$ cat src/rtl/mem_stage_pkg.sv
// Shared definitions for the memory stage: default widths, stack-pointer reset value,
// opcode and FSM state enums, and small opcode-classification helpers.
package mem_stage_pkg;

  localparam int DATA_W = 16;
  localparam int ADDR_W = 11;
  localparam logic [ADDR_W-1:0] SP_RESET = 11'h7FF;

  typedef enum logic [2:0] {
    OP_NOP  = 3'd0,
    OP_LDM  = 3'd1,
    OP_LDD  = 3'd2,
    OP_STD  = 3'd3,
    OP_PUSH = 3'd4,
    OP_POP  = 3'd5
  } op_e;

  typedef enum logic {
    ST_IDLE = 1'b0,
    ST_WAIT = 1'b1
  } state_e;

  // Ops that need a data-memory transaction; codes 6 and 7 fall through as illegal.
  function automatic logic is_mem_op(input logic [2:0] op);
    return (op == OP_LDD) || (op == OP_STD) || (op == OP_PUSH) || (op == OP_POP);
  endfunction

  function automatic logic is_load_op(input logic [2:0] op);
    return (op == OP_LDD) || (op == OP_POP);
  endfunction

  function automatic logic is_write_op(input logic [2:0] op);
    return (op == OP_STD) || (op == OP_PUSH);
  endfunction

endpackage

$ cat src/rtl/stack_ptr.sv
// Stack pointer register with modulo 2^ADDR_W increment/decrement.
// Exposes both sp (PUSH address) and sp+1 (POP address).
module stack_ptr
  import mem_stage_pkg::*;
#(
  parameter int                ADDR_W   = mem_stage_pkg::ADDR_W,
  parameter logic [ADDR_W-1:0] SP_RESET = mem_stage_pkg::SP_RESET
) (
  input  logic              clk,
  input  logic              rst_n,
  input  logic              inc,
  input  logic              dec,
  output logic [ADDR_W-1:0] sp,
  output logic [ADDR_W-1:0] sp_plus1
);

  logic [ADDR_W-1:0] sp_minus1;

  assign sp_plus1  = sp + 1'b1;
  assign sp_minus1 = sp - 1'b1;

  always_ff @(posedge clk or negedge rst_n) begin
    if (!rst_n) begin
      sp <= SP_RESET;
    end else if (inc) begin
      sp <= sp_plus1;
    end else if (dec) begin
      sp <= sp_minus1;
    end
  end

endmodule

$ cat src/rtl/mem_stage.sv
// Memory pipeline stage: executes LDM/NOP in one cycle and LDD/STD/PUSH/POP through a
// registered request/ack handshake with the data memory, then pulses a writeback record.
module mem_stage
  import mem_stage_pkg::*;
#(
  parameter int                DATA_W   = mem_stage_pkg::DATA_W,
  parameter int                ADDR_W   = mem_stage_pkg::ADDR_W,
  parameter logic [ADDR_W-1:0] SP_RESET = mem_stage_pkg::SP_RESET
) (
  input  logic              clk,
  input  logic              rst_n,
  input  logic              in_valid,
  output logic              in_ready,
  input  logic [2:0]        in_op,
  input  logic [DATA_W-1:0] in_value,
  input  logic [DATA_W-1:0] in_store_data,
  input  logic [2:0]        in_rdst,
  input  logic [2:0]        in_ccr,
  output logic              mem_req,
  output logic              mem_we,
  output logic [ADDR_W-1:0] mem_addr,
  output logic [DATA_W-1:0] mem_wdata,
  input  logic              mem_ack,
  input  logic [DATA_W-1:0] mem_rdata,
  output logic              out_valid,
  output logic              out_wb_en,
  output logic [2:0]        out_rdst,
  output logic [DATA_W-1:0] out_result,
  output logic [2:0]        out_ccr,
  output logic [ADDR_W-1:0] sp
);

  state_e            state, state_next;
  logic              accept;
  logic              accept_mem;
  logic              accept_alu;
  logic              done;
  logic [2:0]        op_q;
  logic [2:0]        rdst_q;
  logic [2:0]        ccr_q;
  logic [ADDR_W-1:0] sp_plus1;
  logic              sp_inc;
  logic              sp_dec;

  assign in_ready   = (state == ST_IDLE);
  assign accept     = in_valid && in_ready;
  assign accept_mem = accept && is_mem_op(in_op);
  assign accept_alu = accept && !is_mem_op(in_op);
  // An ack only means something while a request is outstanding.
  assign done       = (state == ST_WAIT) && mem_ack;

  assign sp_inc = done && (op_q == OP_POP);
  assign sp_dec = done && (op_q == OP_PUSH);

  stack_ptr #(
    .ADDR_W   (ADDR_W),
    .SP_RESET (SP_RESET)
  ) u_stack_ptr (
    .clk      (clk),
    .rst_n    (rst_n),
    .inc      (sp_inc),
    .dec      (sp_dec),
    .sp       (sp),
    .sp_plus1 (sp_plus1)
  );

  always_ff @(posedge clk or negedge rst_n) begin
    if (!rst_n) begin
      state <= ST_IDLE;
    end else begin
      state <= state_next;
    end
  end

  always_comb begin
    state_next = state;
    case (state)
      ST_IDLE: if (accept_mem) state_next = ST_WAIT;
      ST_WAIT: if (mem_ack)    state_next = ST_IDLE;
      default: state_next = ST_IDLE;
    endcase
  end

  // Request fields are loaded once at acceptance and held untouched for the whole wait.
  always_ff @(posedge clk or negedge rst_n) begin
    if (!rst_n) begin
      mem_req   <= 1'b0;
      mem_we    <= 1'b0;
      mem_addr  <= '0;
      mem_wdata <= '0;
    end else if (accept_mem) begin
      mem_req <= 1'b1;
      mem_we  <= is_write_op(in_op);
      case (in_op)
        OP_PUSH: begin
          mem_addr  <= sp;
          mem_wdata <= in_value;
        end
        OP_POP: begin
          mem_addr  <= sp_plus1;
          mem_wdata <= '0;
        end
        OP_STD: begin
          mem_addr  <= in_value[ADDR_W-1:0];
          mem_wdata <= in_store_data;
        end
        default: begin
          mem_addr  <= in_value[ADDR_W-1:0];
          mem_wdata <= '0;
        end
      endcase
    end else if (done) begin
      mem_req <= 1'b0;
    end
  end

  always_ff @(posedge clk or negedge rst_n) begin
    if (!rst_n) begin
      op_q   <= OP_NOP;
      rdst_q <= '0;
      ccr_q  <= '0;
    end else if (accept_mem) begin
      op_q   <= in_op;
      rdst_q <= in_rdst;
      ccr_q  <= in_ccr;
    end
  end

  // out_valid is a single-cycle pulse; the payload simply holds until the next completion.
  always_ff @(posedge clk or negedge rst_n) begin
    if (!rst_n) begin
      out_valid  <= 1'b0;
      out_wb_en  <= 1'b0;
      out_rdst   <= '0;
      out_result <= '0;
      out_ccr    <= '0;
    end else begin
      out_valid <= 1'b0;
      if (accept_alu) begin
        out_valid  <= 1'b1;
        out_wb_en  <= (in_op == OP_LDM);
        out_result <= (in_op == OP_LDM) ? in_value : '0;
        out_rdst   <= in_rdst;
        out_ccr    <= in_ccr;
      end else if (done) begin
        out_valid  <= 1'b1;
        out_wb_en  <= is_load_op(op_q);
        out_result <= is_load_op(op_q) ? mem_rdata : '0;
        out_rdst   <= rdst_q;
        out_ccr    <= ccr_q;
      end
    end
  end

endmodule

$ cat config.mk
export PLATFORM = sky130hd
export DESIGN_NAME = mem_stage
export DESIGN_NICKNAME = d
export VERILOG_FILES = /design/src/rtl/mem_stage_pkg.sv /design/src/rtl/stack_ptr.sv /design/src/rtl/mem_stage.sv
export SDC_FILE = /design/constraint.sdc
export NUM_CORES = 1
export LEC_CHECK = 0
export ABC_AREA = 0
export CAP_MARGIN = 20
export CORE_MARGIN = 2
export CORE_UTILIZATION = 46
export DETAILED_ROUTE_END_ITERATION = 10
export PLACE_DENSITY = 0.8
export SLEW_MARGIN = 20
export SYNTH_ARGS = -nofsm -noshare
export SYNTH_HDL_FRONTEND = slang
export SYNTH_SLANG_ARGS = --single-unit
export TNS_END_PERCENT = 5
$ cat constraint.sdc
create_clock -name clk -period 2.4 [get_ports clk]
set_clock_uncertainty 0.1 [all_clocks]
set_input_delay 0.48 -clock clk [delete_from_list [all_inputs] [get_ports clk]]
set_output_delay 0.48 -clock clk [all_outputs]
set_load 0.005 [all_outputs]
======== Yosys cells after proc, flatten, opt, wreduce, memory -nomap -nowiden ========
Cells that the tools add are included.
word-level totals
  word-level logic and storage cells ...... 61
  bits in registers ....................... 74
  input port bits ......................... 61
operators by class
  reductions and logical operators ........ 15
  equality and inequality tests ........... 8
  mux-type cells .......................... 21
  add/sub/neg operators ................... 2
  bitwise logic cells ..................... 1
operators by type and width
  kind                     number
  $mux W16                 4
  $pmux W16 S2             1
  $mux W11                 2
  $pmux W11 S2             1
  $eq A3 B3 Y1 const B     4
  $mux W3                  4
  $add A11 B1 Y11 const B  1
  $sub A11 B1 Y11 const B  1
  $eq A3 B2 Y1 const B     3
  $mux W1                  8
  $logic_and A1 B1 Y1      6
  $reduce_bool A2 Y1       3
  $logic_or A1 B1 Y1       5
  $eq A3 B1 Y1 const B     1
  $pmux W1 S2              1
  $logic_not A1 Y1         1
  $not A1 Y1               1

======== Longest topological paths before layout ========
Gate-level depths: netlist of run 1.
  depth in word-level cells ............... 7
  depth in mapped cells ................... 9
  gate-level depth less buffers ........... 7

======== By module ========
A second synthesis of run 1 with hierarchy kept.
second synthesis, totals
  cell total of the unflattened synthesis .. 393
  area, all modules ....................... 3891.2 µm²
by module, submodules not included
  module     times used  cells an instance  area an instance (µm²)  seq. area each (µm²)
  mem_stage  1           310                3123.0                  1576.5
  stack_ptr  1           83                 768.2                   289.0

======== Least setup slack after synthesis of run 1 ========
No wires, ideal clock.
  path type ............................... input to register
  from .................................... input in_op[1]
  to ...................................... register out_result[0]
  cell stages on the path ................. 9
  data arrival time ....................... 1896 ps
  path buffers ............................ 3
  slack ................................... 281 ps
  cell sequence ........................... inv_1 -> ha_1 -> and3b_1 -> buf_2 -> and4bb_1 -> buf_2 -> buf_6 -> a221oi_2 -> nor2_1
on the way
  cells in the longest elaborated chain, start to end .. 7
  elaborated cells on any way between the ends .. 13
  those cells by class .................... eq/ne (5); mux (2); reduce/logical (6)
ends and longest elaborated chain
  item                                            RTL line             source
  start: declaration                              mem_stage.sv:14      input logic [2:0] in_op,
  $eq A3 B2 Y1                                    mem_stage_pkg.sv:25  return (op == OP_LDD) || (op == OP_STD) || (op == OP_PUSH) || (op == OP_POP);
  $logic_or A1 B1 Y1 (3 in series)                mem_stage_pkg.sv:25
  $logic_not A1 Y1                                mem_stage.sv:48      assign accept_alu = accept && !is_mem_op(in_op);
  $logic_and A1 B1 Y1                             mem_stage.sv:48
  $mux W16 or $reduce_bool A2 Y1 (tied branches)  --
  end signal: assignment                          mem_stage.sv:142     out_result <= (in_op == OP_LDM) ? in_value : '0;
  end signal: assignment                          mem_stage.sv:148     out_result <= is_load_op(op_q) ? mem_rdata : '0;
  end: declaration                                mem_stage.sv:28      output logic [DATA_W-1:0] out_result,
Several ways; a longest one is shown, not always the timed one.
A chain may end at the register's enable or synchronous reset.

======== Final worst setup path of run 1 ========
  from .................................... input in_op[1]
  to ...................................... register mem_wdata[15]
on the way
  cells in the longest elaborated chain, start to end .. 5
  elaborated cells on any way between the ends .. 9
  those cells by class .................... eq/ne (4); mux (1); reduce/logical (4)
ends and longest elaborated chain
  item                              RTL line                              source
  $eq A3 B2 Y1 (on tied branches)   mem_stage_pkg.sv:25, mem_stage.sv:94
  $logic_or A1 B1 Y1 (3 in series)  mem_stage_pkg.sv:25
  $logic_and A1 B1 Y1               mem_stage.sv:47                       assign accept_mem = accept && is_mem_op(in_op);
  end signal: assignment            mem_stage.sv:97                       mem_wdata <= in_value;
  end signal: assignment            mem_stage.sv:105                      mem_wdata <= in_store_data;
  end: declaration                  mem_stage.sv:22                       output logic [DATA_W-1:0] mem_wdata,
Several ways; a longest one is shown, not always the timed one.

==> reports/metrics.cfg, run 1 <==
[outcome]
outcome = finished, final reports clean

[synth]
async_reset_ff_share_pct = 100.0
yosys_warnings = 0
yosysTopAreaCellShare_pct = 42.96
synth_area_um2 = 3670
synth_area_leaders = dfrtp_1 (43%), nor2_1 (8.3%), dfstp_2 (7.9%)
yosysTopAreaCell = dfrtp_1
synth_nets = 448
ys_types = 43
syn_avg_cell_area_um2 = 9.557
ys.flop_type = dfrtp_1
syn_inst = 384
ys_seq_area_share_pct = 50.84
synth_edf_count = 0
ys_ff_latch = 74

[pwr]
fin_total_pwr_mw = 5.227
p_leak_nw = 2.283
irDropWorstVdd_uv = 604.9
power_density_nw_per_um2 = 964.6

[setup_path]
reg2reg_to = out_result[12]
endpoint_kind = flop
timing.rr.start = state
critPathCapture = mem_wdata[15]
critPathMaxFanout = 27
crit_start = in_op[1]
r2r_cells = 5
cp-start-kind = input port
critPathKind = input port to flop
arrival_ns = 2.42
reg2reg_setup_slack_ns = 0.52
required_ns = 2.51

[finish]
drive_gt1_share_pct = 12.93
fin_cells = 620
fin_nets = 577
n_antenna_cell = 0
syn_to_final_growth_pct = 47.66

[die]
io_pins = 126
die_w_um = 93.32
core_area_um2 = 7727
initial_core_util_pct = 47.49
rows = 32
die_y_um = 93.32
die-area_um2 = 8709

[cts]
clock_sinks = 74
clkTransAtPathRegs_ns = 0.08
clockRootBuffer = clkbuf_8
hold_buffers = 1
cts_setup_buffers = 0
clkLatencyLatePin_ns = 0.34
cts_tree = built
cts_resized = 0
cts_buffer_depth = 2
h-tree-depth = 3
numCtsBuffers = 9

[sta]
min_period_ns = 2.306
final-hold-violation-count = 0
finalMaxSlewViolations = 0
period_share_pct = 96.09
fin_setup_tns_ns = 0
rsz0062_at_grt = no
setup-violations-final = 0
fmax_ghz = 0.4336
worst_pin_slew_ns = 1.099
max-slew-margin-rel_pct = 26.42

[detailed_routing]
wl_met1_mm = 4.330
wirelength_mm = 10.22
highest_layer = met4
drt.antenna.violating_nets = 0
vias_per_cell = 5.547
wl_per_cell_um = 16.48
vias = 3439
wl_met3_um = 640
first_pass_iters = 5
drcViolationCount = 0
wl_met2_mm = 5.098
drtIter0Drc = 166

[global_routing]
grt_pass1_vias = 3367
grt_pass1_wl_mm = 16.59
track_usage_pct = 24.46
grt_overflow_total = 0
antenna_found_initial = 0
grt_start_max_net_pins = 43

[place]
place.gp.congestion = 0.8377
dp_cells = 603
dp_hpwl_mm = 7.628
portBuffers = 125

[min_path]
hold_class = flop to flop

[run]
cap_viol_max_count = 0

## placed cells by master (no fill, tap or decap), types with 8 or more instances in the layout
| cell type | Yosys | layout |
|---|---|---|
| xnor2_1 | 8 | 8 |
| a21oi_1 | 11 | 11 |
| dfrtp_1 | 63 | 63 |
| nor2_1 | 81 | 81 |
| buf_4 | 1 | 17 |
| o21ai_0 | 12 | 12 |
| nand2_1 | 54 | 54 |
| dfstp_2 | 11 | 11 |
| xor2_1 | 11 | 11 |
| a221oi_1 | 28 | 28 |
| nand4_1 | 9 | 9 |
| clkdlybuf4s50_1 | 0 | 124 |
| clkbuf_8 | 0 | 11 |
| a221oi_2 | 9 | 9 |
## metal layers
metal / vias to the layer above / global-route usage, %
met5: - / 0
met4: 0 / 9.804
met3: 13 / 3.707
met2: 126 / 39.63
met1: 1685 / 33.02
li1: 1615 / -
## final cells by class
cell class                 count  area [µm²]
sequential                    74        1866
fill                         582        2308
tap                          102       127.6
inverter                       6       22.52
clock buffer                  12       155.1
timing repair buffer         148        1499
multi-input combinational    274        1652
clock inverter                 4       97.59
## metrics by stage
stage | setup slack (ns) | util (%) | hold slack, ns | instance area (µm²)
after global routing | 0.04604 | 70.13 | 0.4165 | 5419
after detailed placement | -0.2124 | 66.73 | 0.3573 | 5156
after CTS | 0.1345 | 70.13 | 0.3811 | 5419
final | 0.09396 | 70.13 | 0.3787 | 5419
after floorplan | 0.2815 | - | 0.08441 | 3670
after global placement | -0.1562 | 66.73 | 0.3520 | 5156
## registers in the layout, indices dropped and copies added (netlist names)
register        cells
mem_we              1
out_ccr             3
out_result         16
rdst_q              3
mem_addr           11
state               1
u_stack_ptr.sp     11
out_rdst            3
out_valid           1
ccr_q               3
op_q                3
mem_wdata          16
out_wb_en           1
mem_req             1
## cells in the mapped netlist (2+ instances only)
master,n
a21oi_1,11
a21oi_2,2
a221oi_1,28
a221oi_2,9
a32oi_1,6
and3_1,5
and4_1,2
buf_2,10
clkbuf_1,17
dfrtp_1,63
dfstp_2,11
ha_1,3
inv_1,4
mux2i_1,2
nand2_1,54
nand3_1,2
nand3b_1,2
nand4_1,9
nand4b_1,2
nor2_1,81
nor2b_1,2
nor3_1,6
nor3b_2,3
o21a_1,2
o21ai_0,12
or3_1,2
xnor2_1,8
xor2_1,11
## how the worst min path moves through the flow
stage,startpoint,to,slack [ns],cells after the start
final,out_ccr[0],out_ccr[0],0.38,2
after global routing,out_ccr[2],out_ccr[2],0.42,2
after CTS,out_ccr[0],out_ccr[0],0.38,2
after detailed placement,rst_n,op_q[1],0.36,1
after global placement,rst_n,ccr_q[1],0.35,1
after floorplan,rst_n,ccr_q[0],0.08,0
## where the power goes
group          total (mW)  internal (mW)  leakage (nW)  switching [mW]
combinational        1.88           1.14          1.29           0.743
sequential           2.15           1.72         0.873           0.428
clock                1.20          0.748         0.123           0.447
total                5.23           3.61          2.28            1.62
## cell families after synthesis
logic type,count (synthesis),share of synthesized area [%]
and+or+nand+nor,178,22.54
DFF,74,50.84
AOI/OAI and AO/OA,72,16.20
buffers and inverters,36,4.330
xor gates and xnor gates,19,4.535
adders and majority gates,3,1.023
muxes,2,0.5455
## critical path, cell delays in order
cell	delay [ns]
clkdlybuf4s50_1	0.52
inv_1	0.07
ha_1	0.33
or3b_2	0.50
buf_12	0.18
a221oi_1	0.24
nor2_1	0.09
(Power assumes the default switching activity.)
==> inputs of run 2 (changes only) <==
ABC_CLOCK_PERIOD_IN_PS = 2400   (was default)
==> results of run 2 <==
Same layout as run 1: the final DEF is identical, and so are final timing and power.
==> inputs of run 3 (changes only) <==
--- a/config.mk
+++ b/config.mk
@@ -8,8 +8,8 @@
 export ABC_AREA = 0
-export ABC_CLOCK_PERIOD_IN_PS = 2400
+export ABC_CLOCK_PERIOD_IN_PS = 2950
 export CAP_MARGIN = 20
 export CORE_MARGIN = 2
-export CORE_UTILIZATION = 46
+export CORE_UTILIZATION = 49
 export DETAILED_ROUTE_END_ITERATION = 10
-export PLACE_DENSITY = 0.8
+export PLACE_DENSITY = 0.88
 export SLEW_MARGIN = 20
==> constraint.sdc (replaced) <==
create_clock -name clk -period 2.95 [get_ports clk]
set_clock_uncertainty 0.1 [all_clocks]
set_input_delay 0.7375 -clock clk [delete_from_list [all_inputs] [get_ports clk]]
set_output_delay 0.7375 -clock clk [all_outputs]
set_load 0.005 [all_outputs]
==> run 3 against run 2 <==
Wire length rose by 7.5%. Critical path depth is the same. Worst hold slack worse by 0.0024 ns. Combinational power down 18%. Critical endpoint is now mem_wdata[0]. Count of clock-buffer cells in the layout did not move. Die area down 5.9%. Via count grew 2.2%.
==> reports/metrics.cfg, run 3 (synthesized netlist as in run 1, its figures left out) <==
[detailed_routing]
drcViolationCount = 0
wl_met2_mm = 5.538
vias = 3514
highest_layer = met4
first_pass_iters = 8
drt.antenna.violating_nets = 0
wl_met1_mm = 4.439
wirelength_mm = 10.98
wl_per_cell_um = 18.03
wl_met3_um = 741
drtIter0Drc = 227
vias_per_cell = 5.770

[pwr]
fin_total_pwr_mw = 4.252
p_leak_nw = 2.232
irDropWorstVdd_uv = 418.1
power_density_nw_per_um2 = 799.4

[sta]
holdWs_ns = 0.3763
worst_pin_slew_ns = 1.073
period_share_pct = 89.36
finalMaxSlewViolations = 0
fin_setup_tns_ns = 0
fmax_ghz = 0.3793
fin_ws_ns = 0.3138
final-hold-violation-count = 0
min_period_ns = 2.636
setup-violations-final = 0
max-slew-margin-rel_pct = 28.13
rsz0062_at_grt = no

[setup_path]
crit_start = in_op[1]
arrival_ns = 2.77
endpoint_kind = flop
timing.rr.start = u_stack_ptr.sp[0]
critPathMaxFanout = 8
r2r_cells = 5
critPathKind = input port to flop
required_ns = 3.08
reg2reg_to = mem_addr[10]
reg2reg_setup_slack_ns = 0.98
cp-start-kind = input port

[finish]
top_regs = mem_wdata: 16 flops, out_result: 16 flops
n_antenna_cell = 0
final_common_cell = clkdlybuf4s50_1
mostFrequentLayoutCells = clkdlybuf4s50_1 (124), nor2_1 (81), dfrtp_1 (63), nand2_1 (54), a221oi_1 (28)
multi_input_area_um2 = 1652
fin_cells = 609
syn_to_final_growth_pct = 44.94
seqCellArea_um2 = 1866
drive_gt1_share_pct = 11.57
fillCellCount = 489
fin_nets = 569

[min_path]
whs_path_depth = 2
holdPathEnd = out_ccr[2]
hold_class = flop to flop
hold_start = out_ccr[2]

[die]
rows = 31
die_y_um = 90.54
io_pins = 126
initial_core_util_pct = 50.60
core_area_um2 = 7253
die-area_um2 = 8197
die_w_um = 90.54

[global_routing]
grt_pass1_vias = 3502
grt_pass1_wl_mm = 17.83
antenna_found_initial = 0
track_usage_pct = 27.33
grt_overflow_total = 0
grt_start_max_net_pins = 75

[place]
dp_slack_ns = -0.008674
portBuffers = 125
place.gp.congestion = 0.8221
dp_hpwl_mm = 7.918
dp_cells = 593

[cts]
clock_sinks = 74
cts_setup_buffers = 0
numCtsBuffers = 9
h-tree-depth = 3
cts_tree = built
hold_buffers = 0
clkLatencyLatePin_ns = 0.34
clkTransAtPathRegs_ns = 0.08
cts_resized = 0
cts_buffer_depth = 2
clockRootBuffer = clkbuf_8

[run]
cap_viol_max_count = 0

[outcome]
outcome = finished, final reports clean

## run 3: cell count changes in the layout (fill, tap and decap cells not counted), sizes merged
cell	before	now
clkinvlp	1	0
buf	23	16
clkinv	1	2
dlygate4sd3	1	0
## run 3: per-stage QoR
stage | util, % | cell area (µm²)
after detailed placement | 69.97 | 5075
after global placement | 69.97 | 5075
after CTS | 73.33 | 5319
after floorplan | - | 3670
after global routing | 73.33 | 5319
final | 73.33 | 5319
## run 3: worst max-delay path, stage by stage
cell and delay, ns:
clkdlybuf4s50_1 0.52, inv_1 0.08, ha_1 0.34, or3b_2 0.51, buf_4 0.19, a221oi_1 0.31
nor2_1 0.08
## run 3: worst max path at each step
stage | to | slack (ns) | depth (start not counted)
5_1_grt | mem_wdata[0] | 0.22 | 7
4_1_cts | mem_wdata[0] | 0.33 | 7
2_1_floorplan | out_result[0] | 0.57 | 9
3_5_place_dp | mem_wdata[0] | -0.009 | 7
3_3_place_gp | mem_wdata[10] | 0.05 | 7
6_report | mem_wdata[0] | 0.31 | 7
## run 3: cell type report
type	count	share of cell area, %
clock buffers	12	2.729
clock inverters	4	1.858
inverters	6	0.4234
multi-input cells	274	31.05
flip-flops and latches	74	35.07
well taps	99	2.329
repair buffers	140	26.53
## run 3: where the power goes
group          internal (mW)  total, mW  leakage [nW]  switching, mW
logic                  0.913       1.54          1.24          0.626
registers               1.40       1.76         0.873          0.358
clock network          0.588      0.956         0.121          0.369
## run 3: per-layer routing
| metal | track usage (%) | up-vias |
|---|---|---|
| li1 | - | 1605 |
| met1 | 35.45 | 1717 |
| met2 | 45.27 | 165 |
| met3 | 6.177 | 27 |
| met4 | 9.487 | 0 |
| met5 | 0 | - |
